[config.mk]
export PLATFORM = sky130hd
export DESIGN_NAME = openram_bist_sequencer
export DESIGN_NICKNAME = d
export VERILOG_FILES = /design/src/rtl/openram_bist_pkg.sv /design/src/rtl/openram_bist_addr_gen.sv /design/src/rtl/openram_bist_sequencer.sv
export SDC_FILE = /design/constraint.sdc
export NUM_CORES = 1
export LEC_CHECK = 0
export ABC_AREA = 1
export CORE_MARGIN = 2
export CORE_UTILIZATION = 40
export CTS_CLUSTER_DIAMETER = 40
export DETAILED_ROUTE_END_ITERATION = 10
export PLACE_DENSITY = 0.71
export SYNTH_ARGS = -nofsm -noshare
export SYNTH_HDL_FRONTEND = slang
export SYNTH_SLANG_ARGS = --single-unit
[constraint.sdc]
create_clock -name clk -period 2.6 [get_ports clk]
set_input_delay 0.26 -clock clk [delete_from_list [all_inputs] [get_ports clk]]
set_output_delay 0.26 -clock clk [all_outputs]
set_load 0.02 [all_outputs]
[src/rtl/openram_bist_pkg.sv]
// Shared types and constants for the OpenRAM march-test sequencer.
// Holds the march element / access phase / top state enums, the default
// background pattern, macro-select codes, and helpers describing the
// March C- operation table (which op reads, which op ends a word, and
// whether the op's data word is the "1" background).
package openram_bist_pkg;

    localparam int unsigned DATA_W = 32;
    localparam int unsigned MASK_W = 4;
    localparam int unsigned SEL_W  = 3;
    localparam int unsigned ERR_W  = 16;

    localparam logic [DATA_W-1:0] DEFAULT_PATTERN = 32'h5555_AAAA;

    localparam logic [SEL_W-1:0] SRAM0 = 3'd0;
    localparam logic [SEL_W-1:0] SRAM1 = 3'd1;
    localparam logic [SEL_W-1:0] SRAM2 = 3'd2;
    localparam logic [SEL_W-1:0] SRAM3 = 3'd3;
    localparam logic [SEL_W-1:0] SRAM4 = 3'd4;
    localparam logic [SEL_W-1:0] SRAM5 = 3'd5;

    typedef enum logic [1:0] {EL_M0, EL_M1, EL_M2, EL_M3} elem_t;
    typedef enum logic [1:0] {PH_SETUP, PH_PULSE, PH_WAIT} phase_t;
    typedef enum logic [1:0] {ST_IDLE, ST_RUN, ST_FIN} state_t;

    // First op of M1..M3 is a read; M0 only writes, second ops are writes.
    function automatic logic op_is_read(elem_t e, logic op);
        return (e != EL_M0) && !op;
    endfunction

    // M0 and M3 have one op per word, M1 and M2 have two.
    function automatic logic op_is_last(elem_t e, logic op);
        return ((e == EL_M0) || (e == EL_M3)) ? 1'b1 : op;
    endfunction

    // 1 when the op uses the inverted background (w1 in M1, r1 in M2).
    function automatic logic op_data_one(elem_t e, logic op);
        case (e)
            EL_M1:   return op;
            EL_M2:   return !op;
            default: return 1'b0;
        endcase
    endfunction

endpackage

[src/rtl/openram_bist_addr_gen.sv]
// bist_addr_gen: loadable up/down address counter for march elements.
// load/load_up pick the element direction (up starts at 0, down at limit);
// step advances one word; term_c flags the element's last address
// (limit when counting up, 0 when counting down).
// Ports: clk, reset (sync, active high), load, load_up, step, limit,
//        addr (registered), term_c (combinational).
module bist_addr_gen #(
    parameter int unsigned ADDR_W = 8
) (
    input  logic              clk,
    input  logic              reset,
    input  logic              load,
    input  logic              load_up,
    input  logic              step,
    input  logic [ADDR_W-1:0] limit,
    output logic [ADDR_W-1:0] addr,
    output logic              term_c
);

    logic up;

    always_ff @(posedge clk) begin
        if (reset) begin
            addr <= '0;
            up   <= 1'b1;
        end else if (load) begin
            up   <= load_up;
            addr <= load_up ? '0 : limit;
        end else if (step) begin
            addr <= up ? addr + ADDR_W'(1) : addr - ADDR_W'(1);
        end
    end

    assign term_c = up ? (addr == limit) : (addr == '0);

endmodule

[src/rtl/openram_bist_sequencer.sv]
// openram_bist_sequencer: March C- sequencer for the OpenRAM test macros.
// Runs M0 up(w0), M1 up(r0,w1), M2 down(r1,w0), M3 up(r0) over
// 0..last_addr of the macro selected at start, checking each read word.
// Each access is SETUP -> PULSE -> WAIT x READ_LAT (reads only).
// Ports: clk, reset (sync, active high), start, abort, sram_sel_in,
//        last_addr; macro pins sram_sel/clk/csb/web/wmask/addr/din and
//        sram_dout; status busy, done, pass, fail_addr/data/elem.
// Build option BIST_ERR_COUNT_EN: adds err_count and runs to completion
// on mismatches; otherwise the run ends at the first mismatch.
module openram_bist_sequencer
    import openram_bist_pkg::*;
#(
    parameter int unsigned      ADDR_W   = 8,
    parameter int unsigned      READ_LAT = 1,
    parameter logic [DATA_W-1:0] PATTERN = DEFAULT_PATTERN
) (
    input  logic              clk,
    input  logic              reset,
    input  logic              start,
    input  logic              abort,
    input  logic [SEL_W-1:0]  sram_sel_in,
    input  logic [ADDR_W-1:0] last_addr,
    output logic [SEL_W-1:0]  sram_sel,
    output logic              sram_clk,
    output logic              sram_csb,
    output logic              sram_web,
    output logic [MASK_W-1:0] sram_wmask,
    output logic [ADDR_W-1:0] sram_addr,
    output logic [DATA_W-1:0] sram_din,
    input  logic [DATA_W-1:0] sram_dout,
    output logic              busy,
    output logic              done,
    output logic              pass,
    output logic [ADDR_W-1:0] fail_addr,
    output logic [DATA_W-1:0] fail_data,
    output logic [1:0]        fail_elem
`ifdef BIST_ERR_COUNT_EN
    ,
    output logic [ERR_W-1:0]  err_count
`endif
);

    localparam logic [1:0] WAIT_LAST = 2'(READ_LAT - 1);

    state_t            state;
    elem_t             elem;
    phase_t            phase;
    logic              op;
    logic [1:0]        wait_cnt;
    logic              mism;
    logic [ADDR_W-1:0] lim;

    logic              term_c;
    logic              rd_c, last_c, cmp_c, acc_end_c, mis_c, stop_c, fin_c, start_c;
    logic              gen_load_c, gen_load_up_c, gen_step_c;
    logic [DATA_W-1:0] exp_c, nxt_din_c;
    elem_t             nxt_elem_c;
    logic              nxt_op_c, nxt_rd_c;

    bist_addr_gen #(.ADDR_W(ADDR_W)) u_addr_gen (
        .clk     (clk),
        .reset   (reset),
        .load    (gen_load_c),
        .load_up (gen_load_up_c),
        .step    (gen_step_c),
        .limit   (lim),
        .addr    (sram_addr),
        .term_c  (term_c)
    );

    // Access bookkeeping: compare point, end of access, and next op.
    always_comb begin
        rd_c          = op_is_read(elem, op);
        last_c        = op_is_last(elem, op);
        exp_c         = op_data_one(elem, op) ? ~PATTERN : PATTERN;
        cmp_c         = (state == ST_RUN) && (phase == PH_WAIT) && (wait_cnt == WAIT_LAST);
        acc_end_c     = cmp_c || ((state == ST_RUN) && (phase == PH_PULSE) && !rd_c);
        mis_c         = cmp_c && (sram_dout != exp_c);
`ifdef BIST_ERR_COUNT_EN
        stop_c        = 1'b0;
`else
        stop_c        = mis_c;
`endif
        fin_c         = acc_end_c && (stop_c || (last_c && term_c && (elem == EL_M3)));
        start_c       = (state == ST_IDLE) && start && !abort;
        gen_load_c    = start_c || (acc_end_c && !stop_c && last_c && term_c && (elem != EL_M3));
        gen_load_up_c = (state == ST_IDLE) || (elem != EL_M1);
        gen_step_c    = acc_end_c && !stop_c && last_c && !term_c;
        nxt_elem_c    = elem;
        nxt_op_c      = 1'b1;
        if (last_c) begin
            nxt_op_c = 1'b0;
            if (term_c) begin
                nxt_elem_c = elem_t'(elem + 2'd1);
            end
        end
        nxt_rd_c      = op_is_read(nxt_elem_c, nxt_op_c);
        nxt_din_c     = op_data_one(nxt_elem_c, nxt_op_c) ? ~PATTERN : PATTERN;
    end

    // Top FSM, access phases and all registered outputs.
    always_ff @(posedge clk) begin
        if (reset) begin
            state      <= ST_IDLE;
            elem       <= EL_M0;
            phase      <= PH_SETUP;
            op         <= 1'b0;
            wait_cnt   <= '0;
            mism       <= 1'b0;
            lim        <= '0;
            sram_sel   <= '0;
            sram_clk   <= 1'b0;
            sram_csb   <= 1'b1;
            sram_web   <= 1'b1;
            sram_wmask <= '0;
            sram_din   <= '0;
            busy       <= 1'b0;
            done       <= 1'b0;
            pass       <= 1'b0;
            fail_addr  <= '0;
            fail_data  <= '0;
            fail_elem  <= '0;
`ifdef BIST_ERR_COUNT_EN
            err_count  <= '0;
`endif
        end else if ((state != ST_IDLE) && abort) begin
            state      <= ST_IDLE;
            busy       <= 1'b0;
            done       <= 1'b0;
            pass       <= 1'b0;
            sram_clk   <= 1'b0;
            sram_csb   <= 1'b1;
            sram_web   <= 1'b1;
            sram_wmask <= '0;
        end else begin
            case (state)
                ST_IDLE: begin
                    done <= 1'b0;
                    if (start_c) begin
                        state      <= ST_RUN;
                        elem       <= EL_M0;
                        op         <= 1'b0;
                        phase      <= PH_SETUP;
                        wait_cnt   <= '0;
                        mism       <= 1'b0;
                        lim        <= last_addr;
                        sram_sel   <= sram_sel_in;
                        sram_csb   <= 1'b0;
                        sram_web   <= 1'b0;
                        sram_wmask <= {MASK_W{1'b1}};
                        sram_din   <= PATTERN;
                        busy       <= 1'b1;
                        pass       <= 1'b0;
                        fail_addr  <= '0;
                        fail_data  <= '0;
                        fail_elem  <= '0;
`ifdef BIST_ERR_COUNT_EN
                        err_count  <= '0;
`endif
                    end
                end
                ST_RUN: begin
                    case (phase)
                        PH_SETUP: begin
                            phase    <= PH_PULSE;
                            sram_clk <= 1'b1;
                        end
                        PH_PULSE: begin
                            sram_clk <= 1'b0;
                            if (rd_c) begin
                                phase    <= PH_WAIT;
                                wait_cnt <= '0;
                            end
                        end
                        PH_WAIT:  wait_cnt <= wait_cnt + 2'd1;
                        default:  phase    <= PH_SETUP;
                    endcase
                    if (mis_c) begin
                        if (!mism) begin
                            mism      <= 1'b1;
                            fail_addr <= sram_addr;
                            fail_data <= sram_dout;
                            fail_elem <= 2'(elem);
                        end
`ifdef BIST_ERR_COUNT_EN
                        if (err_count != {ERR_W{1'b1}}) begin
                            err_count <= err_count + ERR_W'(1);
                        end
`endif
                    end
                    if (acc_end_c) begin
                        phase <= PH_SETUP;
                        if (fin_c) begin
                            state      <= ST_FIN;
                            done       <= 1'b1;
                            pass       <= !(mism || mis_c);
                            sram_csb   <= 1'b1;
                            sram_web   <= 1'b1;
                            sram_wmask <= '0;
                        end else begin
                            elem       <= nxt_elem_c;
                            op         <= nxt_op_c;
                            sram_csb   <= 1'b0;
                            sram_web   <= nxt_rd_c;
                            sram_wmask <= nxt_rd_c ? '0 : {MASK_W{1'b1}};
                            sram_din   <= nxt_din_c;
                        end
                    end
                end
                ST_FIN: begin
                    state <= ST_IDLE;
                    done  <= 1'b0;
                    busy  <= 1'b0;
                end
                default: state <= ST_IDLE;
            endcase
        end
    end

endmodule

==> results of run 1 <==
==> worst register-to-register path, cell delays in order (launching register included) <==
cell                      delay, ps
sky130_fd_sc_hd__dfxtp_1        470
sky130_fd_sc_hd__inv_1          130
sky130_fd_sc_hd__ha_1           220
sky130_fd_sc_hd__o21ai_1        210
sky130_fd_sc_hd__inv_1           90
sky130_fd_sc_hd__nand3_1         90
sky130_fd_sc_hd__nand2_1         60
sky130_fd_sc_hd__nand2_1         70
sky130_fd_sc_hd__nand2_2        120
sky130_fd_sc_hd__o21ai_2        140
sky130_fd_sc_hd__nand2_2        100
sky130_fd_sc_hd__inv_6          260
sky130_fd_sc_hd__nand3_1        130
sky130_fd_sc_hd__a21oi_1        170
==> cell type report <==
class | count | area, um^2 | share of cell area [%]
Sequential cell | 81 | 1620 | 28.5
Inverter | 51 | 196 | 3.45
Multi-Input combinational cell | 402 | 2070 | 36.3
Tap cell | 136 | 170 | 2.99
Clock buffer | 9 | 124 | 2.17
Clock inverter | 7 | 52.6 | 0.922
Timing Repair Buffer | 149 | 1470 | 25.7
==> what timing repair did <==
item / CTS / global route
gates resized for setup: 0 / 3
endpoints found under the setup margin: 0 / 42
hold endpoints to repair: 0 / 0
buffers inserted: 0 / 0
==> flip-flops by register name, summed over array words and instances, names as in the netlist, 2 cells and up <==
| name | flops |
|---|---|
| sram_sel | 3 |
| fail_addr | 8 |
| elem | 2 |
| wait_cnt | 2 |
| u_addr_gen.addr | 8 |
| sram_din | 2 |
| lim | 8 |
| phase | 2 |
| state | 2 |
| fail_data | 32 |
| fail_elem | 2 |
==> per-stage QoR <==
| step | utilization (%) | cell area [um^2] | hold slack [ps] | total power, W | std cells |
|---|---|---|---|---|---|
| after floorplan | - | 4250 | 420 | 0.00181 | 591 |
| after global placement | 53.4 | 5520 | 444 | 0.00204 | 819 |
| after detailed placement | 53.4 | 5520 | 456 | 0.00205 | 819 |
| after CTS | 55.1 | 5690 | 385 | 0.00289 | 835 |
| after global routing | 55.2 | 5700 | 414 | 0.00301 | 835 |
| final | 55.2 | 5700 | 394 | 0.00287 | 835 |
==> worst min path at each step <==
stage | start | slack [ps] | to | cells after the start
detailed placement | pass$_SDFFE_PP0P_ | 460 | pass$_SDFFE_PP0P_ | 2
finish | reset | 390 | u_addr_gen.addr[7]$_SDFFE_PP0P_ | 5
floorplan | sram_dout[10] | 420 | fail_data[10]$_SDFFE_PP0P_ | 2
global route | reset | 410 | lim[7]$_SDFFE_PP0P_ | 5
global placement | sram_csb$_SDFFE_PP1P_ | 440 | sram_csb$_SDFFE_PP1P_ | 2
CTS | reset | 380 | u_addr_gen.addr[7]$_SDFFE_PP0P_ | 5
==> cells by family (layout without fill, tap and decap cells) <==
family | count (synthesis) | count (layout) | synth area share [%]
AO/OA/AOI/OAI | 111 | 111 | 14.1
adder cells (fa/ha/maj) | 12 | 12 | 3.71
AND/OR/NAND/NOR | 269 | 269 | 28.8
buffers and inverters | 108 | 216 | 13.1
flip-flops | 81 | 81 | 38.2
XOR/XNOR | 10 | 10 | 2.06
==> report_power, final <==
part           switching, W  internal [W]
clock              0.000482      0.000355
sequential        0.0000571       0.00129
combinational      0.000387      0.000298
total              0.000926       0.00194
==> Yosys cell counts (6+ instances only) <==
master,instances
sky130_fd_sc_hd__nand4_1,6
sky130_fd_sc_hd__nand3_1,72
sky130_fd_sc_hd__o21ai_0,29
sky130_fd_sc_hd__ha_1,11
sky130_fd_sc_hd__a21oi_1,65
sky130_fd_sc_hd__nor2_1,64
sky130_fd_sc_hd__dfxtp_1,81
sky130_fd_sc_hd__clkbuf_1,10
sky130_fd_sc_hd__nand2_1,104
sky130_fd_sc_hd__buf_4,37
sky130_fd_sc_hd__xnor2_1,6
sky130_fd_sc_hd__inv_1,42
sky130_fd_sc_hd__inv_2,8
==> per-layer routing <==
layer / wire length (um) / up-vias / global-route usage [%]
li1: - / 2117 / -
met1: 4910 / 1927 / 24.2
met2: 5540 / 157 / 34.2
met3: 671 / 23 / 3.65
met4: 200 / 0 / 8.26
met5: 0 / - / 0
==> impl_summary.txt, run 1 <==
----------------------------------------------------
[Routing]
  Vias per inst ... 5.06
  Iteration-0 DRC Markers ... 266
  Avg WL per Cell ... 13.6 um
  Detailed-router iteration count before antenna repair ... 5
  Antenna Nets Post-Route ... 0
  Vias post-DR ... 4224
  Routed wire length ... 11300 um
  DRC viols ... 0

[Worst setup path]
  Crit-path max FO ... 42
  Cell-by-cell listing of the critical path ... inv_1, ha_1, o21ai_1, inv_1, nand3_1, nand2_1, nand2_1, nand2_2, o21ai_2, nand2_2, inv_6, nand3_1, a21oi_1
  CP bufs+invs ... 3
  Count of cell instances traversed by the critical path ... 13
  Endpoint kind of the worst setup timing path ... flip-flop
  Worst-path cell with the longest stage delay ... sky130_fd_sc_hd__dfxtp_1
  Endpoint of the worst register-to-register path ... fail_data[14]$_SDFFE_PP0P_
  Kind of cell adding the most delay to the critical path ... simple AND/OR/NAND/NOR gates
  Capturing element of the worst setup path ... fail_data[14]$_SDFFE_PP0P_
  Setup slack of the worst register-to-register path ... 260 ps
  WS Path Type ... reg2reg
  Worst R2R Start ... elem[0]$_SDFFE_PP0P_
  Required time of the critical path ... 2880 ps
  Reg2Reg Depth ... 13
  Critical Path Start Type ... flip-flop
  Crit-path max cell delay ... 470 ps
  Critical Path Source ... elem[0]$_SDFFE_PP0P_
  Arr. time, crit path ... 2610 ps

[Cells and area]
  Share of cells above drive strength 1 ... 7.30%
  Number of nets at the end of the flow ... 753
  Filler instances ... 986
  Ant. Diodes ... 0
  Most frequent standard cell in the layout excluding fill and tap cells ... sky130_fd_sc_hd__clkdlybuf4s50_1
  Commonest non-fill, non-tap cells in the layout ... sky130_fd_sc_hd__clkdlybuf4s50_1 (140), sky130_fd_sc_hd__nand2_1 (104), sky130_fd_sc_hd__dfxtp_1 (81)
  Synthesis-to-finish area growth ... 34.2%

[Place]
  Placer's final routability congestion estimate ... 0.837
  Port Buf Inserts ... 141
  DP Worst Slack ... 54.9 ps
  Post-DP HPWL ... 8460 um

[Clock network]
  Number of clock buffers inserted by TritonCTS ... 9
  Clock Tree Root ... sky130_fd_sc_hd__clkbuf_8
  Number of sinks on the clock net ... 81
  Clock-pin slew on the worst setup and hold paths ... 90 ps
  Maximum buffer depth of the clock tree ... 2
  TritonCTS clock tree ... done
  Skew-Pair Late Insertion Delay ... 360 ps
  Hold_buf cts ... 0
  CTS HTree Levels ... 3

[Power]
  Max rail drop VDD ... 210 uV
  Power per Cell Area ... 503 nW/um^2
  Total leakage power ... 2.21 nW

[Yosys]
  Number of enable flip-flop cells after synthesis ... 0
  YS warnings ... 0
  Mapped cell area ... 4250 um^2
  Ys async rst share ... 0%
  Number of distinct library cells after synthesis ... 43
  Register area share after synthesis ... 38.2%
  Post-synthesis cell type with the largest combined area ... sky130_fd_sc_hd__dfxtp_1
  Flop and latch count out of synthesis ... 81
  Average cell area after synthesis ... 7.18 um^2
  Cells after synthesis ... 591
  Most frequently used flop master after synthesis ... sky130_fd_sc_hd__dfxtp_1
  Main area contributors after synthesis ... sky130_fd_sc_hd__dfxtp_1 (38%), sky130_fd_sc_hd__nand2_1 (9.2%), sky130_fd_sc_hd__nand3_1 (8.5%)
  Proportion of netlist area held by the largest area contributor ... 38.2%
  Syn nets ... 650

[Global route]
  Gr usage total ... 19.8%
  Vias in the first global route ... 4061
  Wire length of the first global-routing pass ... 18500 um
  Largest net degree at the start of global routing ... 52
  Number of antenna violations at the first check in global routing ... 0
  Total grt overflow ... 0

[Floorplanning]
  # IOs ... 142
  Total core area ... 10300 um^2
  Chip Height ... 107 um
  Initial core utilization ... 41.1%
  Die Footprint ... 11500 um^2
  Floorplan die width ... 107 um
  FP Rows ... 37

[Timing]
  Post-route setup slack ... 263 ps
  Unrepaired setup endpoints after global routing ... no
  Setup clock skew after layout ... 13.3 ps
  Fraction of the cycle the final worst path needs ... 89.9%
  Final setup violation count ... 0
  Final Critical Period ... 2340 ps
  Final Hold Viols ... 0
  Final count of pins violating max slew ... 0
  Tightest Pin Transition ... 669 ps
  Accumulated negative setup slack ... 0 ps
  Max-slew headroom ... 54.9%
  Max Clk Rate ... 428 MHz

[Run]
  MaxCap Viol Count ... 0

[Hold path]
  Worst min-delay path class ... in2reg

[Status]
  Result of the run ... complete, no violations

----------------------------------------------------
No activity file was read; power rests on OpenSTA's default activity.
==> inputs of run 2 (changes only) <==
- REMOVE_ABC_BUFFERS: default -> 1
==> run 2 against run 1 <==
  * Clock power rose by 11%
  * First-iteration DRC count fell by 35%
  * Cell area rose by 0.72%
  * Via count fell by 1.3%
  * Final cell count rose by 0.24%
  * Sequential cell count did not move
  * Die area did not move
  * Clock skew rose by 0.93 ps
  * Fmax rose by 2.9%
  * Critical endpoint is now fail_data[5]$_SDFFE_PP0P_
  * Register-to-register slack improved by 70 ps
  * Routed wire length fell by 0.18%
  * Count of clock-buffer cells in the layout rose by 1
==> impl_summary.txt, run 2 (same netlist as run 1, synthesis figures left out) <==
----------------------------------------------------
[Status]
  Result of the run ... complete, no violations

[Worst setup path]
  Critical Path Start Type ... flip-flop
  Required time of the critical path ... 2900 ps
  Crit-path max FO ... 29
  WS Path Type ... reg2reg
  Arr. time, crit path ... 2570 ps
  Endpoint kind of the worst setup timing path ... flip-flop

[Cells and area]
  Ant. Diodes ... 0
  Area used by multi-input combinational logic ... 2070 um^2
  Max FFs per register ... 32
  Number of nets at the end of the flow ... 755
  Commonest non-fill, non-tap cells in the layout ... sky130_fd_sc_hd__clkdlybuf4s50_1 (140), sky130_fd_sc_hd__nand2_1 (104), sky130_fd_sc_hd__dfxtp_1 (81)
  Filler instances ... 969
  Share of cells above drive strength 1 ... 7.42%
  Synthesis-to-finish area growth ... 35.2%
  Flip-flop and latch area ... 1620 um^2
  Non-filler cells in the finished layout ... 837
  Most frequent standard cell in the layout excluding fill and tap cells ... sky130_fd_sc_hd__clkdlybuf4s50_1
  Largest register by flop count ... fail_data
  Final std cell area, no fill ... 5740 um^2

[Clock network]
  Clock-pin slew on the worst setup and hold paths ... 90 ps
  Number of clock buffers inserted by TritonCTS ... 9
  Number of buffers inserted by post-CTS setup repair ... 0
  CTS HTree Levels ... 3
  Maximum buffer depth of the clock tree ... 2
  Clock Tree Root ... sky130_fd_sc_hd__clkbuf_8
  Skew-Pair Late Insertion Delay ... 360 ps
  Hold_buf cts ... 0
  Number of gates given a new drive strength after cts ... 0
  TritonCTS clock tree ... done
  Number of sinks on the clock net ... 81

[Timing]
  Max-slew headroom ... 51.5%
  Final count of pins violating max slew ... 0
  Setup clock skew after layout ... 14.3 ps
  Tightest Pin Transition ... 719 ps
  Unrepaired setup endpoints after global routing ... no
  Final Critical Period ... 2270 ps
  Max Clk Rate ... 440 MHz
  Final setup violation count ... 0
  Fraction of the cycle the final worst path needs ... 87.4%
  Worst hold slack across all endpoints ... 397 ps
  Final Hold Viols ... 0

[Run]
  MaxCap Viol Count ... 0

[Routing]
  Vias post-DR ... 4169
  Detailed-router iteration count before antenna repair ... 5
  DRC viols ... 0
  Antenna Nets Post-Route ... 0
  Iteration-0 DRC Markers ... 172
  Vias per inst ... 4.98
  Routed wire length ... 11300 um
  Avg WL per Cell ... 13.5 um

[Power]
  Power per Cell Area ... 516 nW/um^2
  Max rail drop VDD ... 245 uV
  Total leakage power ... 2.23 nW

[Global route]
  Gr usage total ... 19.7%
  Number of antenna violations at the first check in global routing ... 0
  Vias in the first global route ... 3911
  Total grt overflow ... 0
  Wire length of the first global-routing pass ... 18400 um
  Largest net degree at the start of global routing ... 52

[Floorplanning]
  Initial core utilization ... 41.1%
  # IOs ... 142
  Chip Height ... 107 um
  Die Footprint ... 11500 um^2
  Total core area ... 10300 um^2
  FP Rows ... 37
  Floorplan die width ... 107 um

[Hold path]
  Worst min-delay path class ... in2reg

[Place]
  Post-DP HPWL ... 8210 um
  Number of placed cells counting well taps ... 821
  Port Buf Inserts ... 141
  Placer's final routability congestion estimate ... 0.890
  Area after detailed placement ... 5540 um^2

----------------------------------------------------
run 2: cell count changes in the layout (fill, tap and decap cells not counted), sizes merged:
cell      delta
bufinv       +1
inv          -2
buf          +2
clkinvlp     +1
clkbuf       +1
clkinv       -1
run 2: metrics by stage:
stage                     power, W  utilization (%)  setup slack, ps  TNS [ps]
after floorplan            0.00171                -             -312     -5120
after global placement     0.00205             53.7              301         0
after detailed placement   0.00206             53.7              305         0
after CTS                  0.00297             55.6              311         0
after global routing       0.00310             55.6             39.6         0
final                      0.00296             55.6              328         0
run 2: cell type report:
class                           instances  area share, %
Inverter                               51           3.34
Tap cell                              136           2.97
Clock inverter                          6           1.18
Multi-Input combinational cell        402           36.0
Sequential cell                        81           28.3
Timing Repair Buffer                  151           26.0
Clock buffer                           10           2.22
run 2: worst paths after layout:
| kind | from | endpoint | slack, ps | cells past startpoint |
|---|---|---|---|---|
| hold / removal | reset | u_addr_gen.addr[7]$_SDFFE_PP0P_ | 400 | 5 |
| hold reg to reg | sram_csb$_SDFFE_PP1P_ | sram_csb$_SDFFE_PP1P_ | 470 | 2 |
| setup / recovery | elem[1]$_SDFFE_PP0P_ | fail_data[5]$_SDFFE_PP0P_ | 330 | 16 |
| setup reg to reg | elem[1]$_SDFFE_PP0P_ | fail_data[5]$_SDFFE_PP0P_ | 330 | 16 |
run 2: power breakdown:
part	total (W)	internal (W)	switching, W
Clock	0.000927	0.000447	0.000479
Combinational	0.000688	0.000304	0.000384
Sequential	0.00134	0.00129	0.0000573
run 2: critical path, cell delays in order, from the launching register on:
cell,delay (ps)
sky130_fd_sc_hd__dfxtp_1,410
sky130_fd_sc_hd__inv_1,100
sky130_fd_sc_hd__ha_1,180
sky130_fd_sc_hd__inv_1,70
sky130_fd_sc_hd__nand2_1,50
sky130_fd_sc_hd__o21ai_1,90
sky130_fd_sc_hd__inv_1,70
sky130_fd_sc_hd__nand3_1,80
sky130_fd_sc_hd__nand2_1,50
sky130_fd_sc_hd__nand2_1,70
sky130_fd_sc_hd__nand2_2,120
sky130_fd_sc_hd__o21ai_2,170
sky130_fd_sc_hd__nand2_2,90
sky130_fd_sc_hd__inv_2,200
sky130_fd_sc_hd__buf_12,210
sky130_fd_sc_hd__nand3_1,100
sky130_fd_sc_hd__a21oi_1,120
run 2: routing by layer:
metal / wire, um / global-route usage (%)
met2: 4810 / 30.1
met4: 178 / 7.42
met3: 856 / 4.13
met5: 0 / 0
met1: 5470 / 27.2
==> inputs of run 3 (changes only) <==
- RECOVER_POWER: default -> 100
==> run 3 against run 2 <==
  * First-iteration DRC count shrank 4.1%
  * Combinational power down 5.2%
  * Worst setup slack worse by 27 ps
  * Critical path type unchanged
  * Die area unchanged
==> impl_summary.txt, run 3 (same netlist as run 1, synthesis figures left out) <==
----------------------------------------------------
[Hold path]
  Worst min-delay path class ... in2reg
  Capture endpoint of the worst hold path ... u_addr_gen.addr[7]$_SDFFE_PP0P_
  Number of instances on the worst hold path ... 5
  Min-delay src ... reset

[Floorplanning]
  Chip Height ... 107 um
  Floorplan die width ... 107 um
  Total core area ... 10300 um^2
  Initial core utilization ... 41.1%
  # IOs ... 142
  Die Footprint ... 11500 um^2
  FP Rows ... 37

[Status]
  Result of the run ... complete, no violations

[Worst setup path]
  Worst R2R Start ... elem[1]$_SDFFE_PP0P_
  Required time of the critical path ... 2880 ps
  WS Path Type ... reg2reg
  Reg2Reg Depth ... 15
  Critical Path Start Type ... flip-flop
  Crit-path max FO ... 18
  Endpoint kind of the worst setup timing path ... flip-flop
  Endpoint of the worst register-to-register path ... fail_addr[2]$_SDFFE_PP0P_
  Setup slack of the worst register-to-register path ... 300 ps
  Arr. time, crit path ... 2580 ps

[Global route]
  Number of antenna violations at the first check in global routing ... 0
  Gr usage total ... 19.7%
  Vias in the first global route ... 3911
  Total grt overflow ... 0
  Largest net degree at the start of global routing ... 52
  Wire length of the first global-routing pass ... 18400 um

[Power]
  Power per Cell Area ... 511 nW/um^2
  Max rail drop VDD ... 234 uV
  Total leakage power ... 2.51 nW
  Total design power ... 0.00291 W

[Cells and area]
  Filler instances ... 979
  Flip-flop and latch area ... 1620 um^2
  Commonest non-fill, non-tap cells in the layout ... sky130_fd_sc_hd__nand2_1 (106), sky130_fd_sc_hd__dlygate4sd3_1 (95), sky130_fd_sc_hd__dfxtp_1 (81)
  Largest register by flop count ... fail_data
  Post-layout util ... 55.3%
  Number of nets at the end of the flow ... 755
  Synthesis-to-finish area growth ... 34.5%
  Final std cell area, no fill ... 5710 um^2
  Max FFs per register ... 32
  Most frequent standard cell in the layout excluding fill and tap cells ... sky130_fd_sc_hd__nand2_1
  Area used by multi-input combinational logic ... 2050 um^2
  Share of cells above drive strength 1 ... 6.28%
  Ant. Diodes ... 0

[Timing]
  Tightest Pin Transition ... 859 ps
  Accumulated negative setup slack ... 0 ps
  Unrepaired setup endpoints after global routing ... no
  Post-route setup slack ... 301 ps
  Setup clock skew after layout ... 15.3 ps
  Max Clk Rate ... 435 MHz
  Max-slew headroom ... 42.8%
  Final setup violation count ... 0
  Final Critical Period ... 2300 ps
  Final count of pins violating max slew ... 0
  Fraction of the cycle the final worst path needs ... 88.4%
  Final Hold Viols ... 0

[Routing]
  Detailed-router iteration count before antenna repair ... 4
  Vias per inst ... 4.97
  Avg WL per Cell ... 13.4 um
  DRC viols ... 0
  Highest metal layer with signal wires ... met4
  Wl on met1 ... 5440 um
  Antenna Nets Post-Route ... 0
  Vias post-DR ... 4156
  Routed wire length ... 11200 um
  Length of routed met3 wiring ... 758 um
  Detail Route met2 WL ... 4850 um
  Iteration-0 DRC Markers ... 165

[Clock network]
  Skew-Pair Late Insertion Delay ... 360 ps
  Hold_buf cts ... 0
  Clock Tree Root ... sky130_fd_sc_hd__clkbuf_8
  CTS HTree Levels ... 3
  Maximum buffer depth of the clock tree ... 2
  Number of sinks on the clock net ... 81
  Number of gates given a new drive strength after cts ... 0
  Number of clock buffers inserted by TritonCTS ... 9
  Clock-pin slew on the worst setup and hold paths ... 80 ps
  TritonCTS clock tree ... done
  Number of buffers inserted by post-CTS setup repair ... 0

[Place]
  Port Buf Inserts ... 141
  Placer's final routability congestion estimate ... 0.890
  Post-DP HPWL ... 8210 um
  DP Worst Slack ... 305 ps
  Area after detailed placement ... 5540 um^2

[Run]
  MaxCap Viol Count ... 0

----------------------------------------------------
[run 3: cell types whose count changed in the layout (fill, tap and decap cells not counted), sizes merged]
cell           delta
clkdlybuf4s50    -95
dlygate4sd3      +95
buf               -4
clkbuf            +4
[run 3: metrics by stage]
stage / std cells / hold slack (ps)
after floorplan: 534 / 329
after detailed placement: 821 / 448
final: 837 / 396
after global routing: 837 / 437
after global placement: 821 / 451
after CTS: 837 / 377
[run 3: metal layers]
layer  vias up  GRT usage (%)
met5         -              0
met4         0           7.42
met3        14           4.13
met2       157           30.1
met1      1860           27.2
li1       2125              -
[run 3: layout make-up]
| cell class | count | share of cell area (%) |
|---|---|---|
| Tap cell | 136 | 2.98 |
| Clock inverter | 6 | 1.18 |
| Inverter | 51 | 3.35 |
| Timing Repair Buffer | 151 | 26.0 |
| Clock buffer | 10 | 2.24 |
| Multi-Input combinational cell | 402 | 35.8 |
| Sequential cell | 81 | 28.4 |
[run 3: critical path, cell delays in order, from the launching register on]
cell	delay (ps)
sky130_fd_sc_hd__dfxtp_1	410
sky130_fd_sc_hd__inv_1	100
sky130_fd_sc_hd__ha_1	180
sky130_fd_sc_hd__inv_1	70
sky130_fd_sc_hd__nand2_1	50
sky130_fd_sc_hd__o21ai_1	90
sky130_fd_sc_hd__clkbuf_1	160
sky130_fd_sc_hd__nand3_1	100
sky130_fd_sc_hd__nand2_1	60
sky130_fd_sc_hd__nand2_1	60
sky130_fd_sc_hd__nand2_2	130
sky130_fd_sc_hd__o21ai_2	70
sky130_fd_sc_hd__nand2_1	120
sky130_fd_sc_hd__clkbuf_2	340
sky130_fd_sc_hd__nand2_1	100
sky130_fd_sc_hd__a21oi_1	170
[run 3: how the worst max path moves through the flow]
stage	startpoint	end	slack, ps	cells after the start
global placement	sram_dout[19]	sram_din[29]$_SDFFE_PP0P_	300	13
floorplan	sram_din[29]$_SDFFE_PP0P_	sram_din[29]$_SDFFE_PP0P_	-310	2
detailed placement	sram_dout[12]	sram_din[29]$_SDFFE_PP0P_	310	13
global route	elem[1]$_SDFFE_PP0P_	fail_data[16]$_SDFFE_PP0P_	40	15
CTS	elem[1]$_SDFFE_PP0P_	fail_data[16]$_SDFFE_PP0P_	310	16
finish	elem[1]$_SDFFE_PP0P_	fail_addr[2]$_SDFFE_PP0P_	300	15
[run 3: report_power, final]
part | internal (W) | switching, W | leakage (nW)
sequential | 0.00129 | 0.0000533 | 0.658
clock | 0.000447 | 0.000475 | 0.0929
combinational | 0.000272 | 0.000380 | 1.75
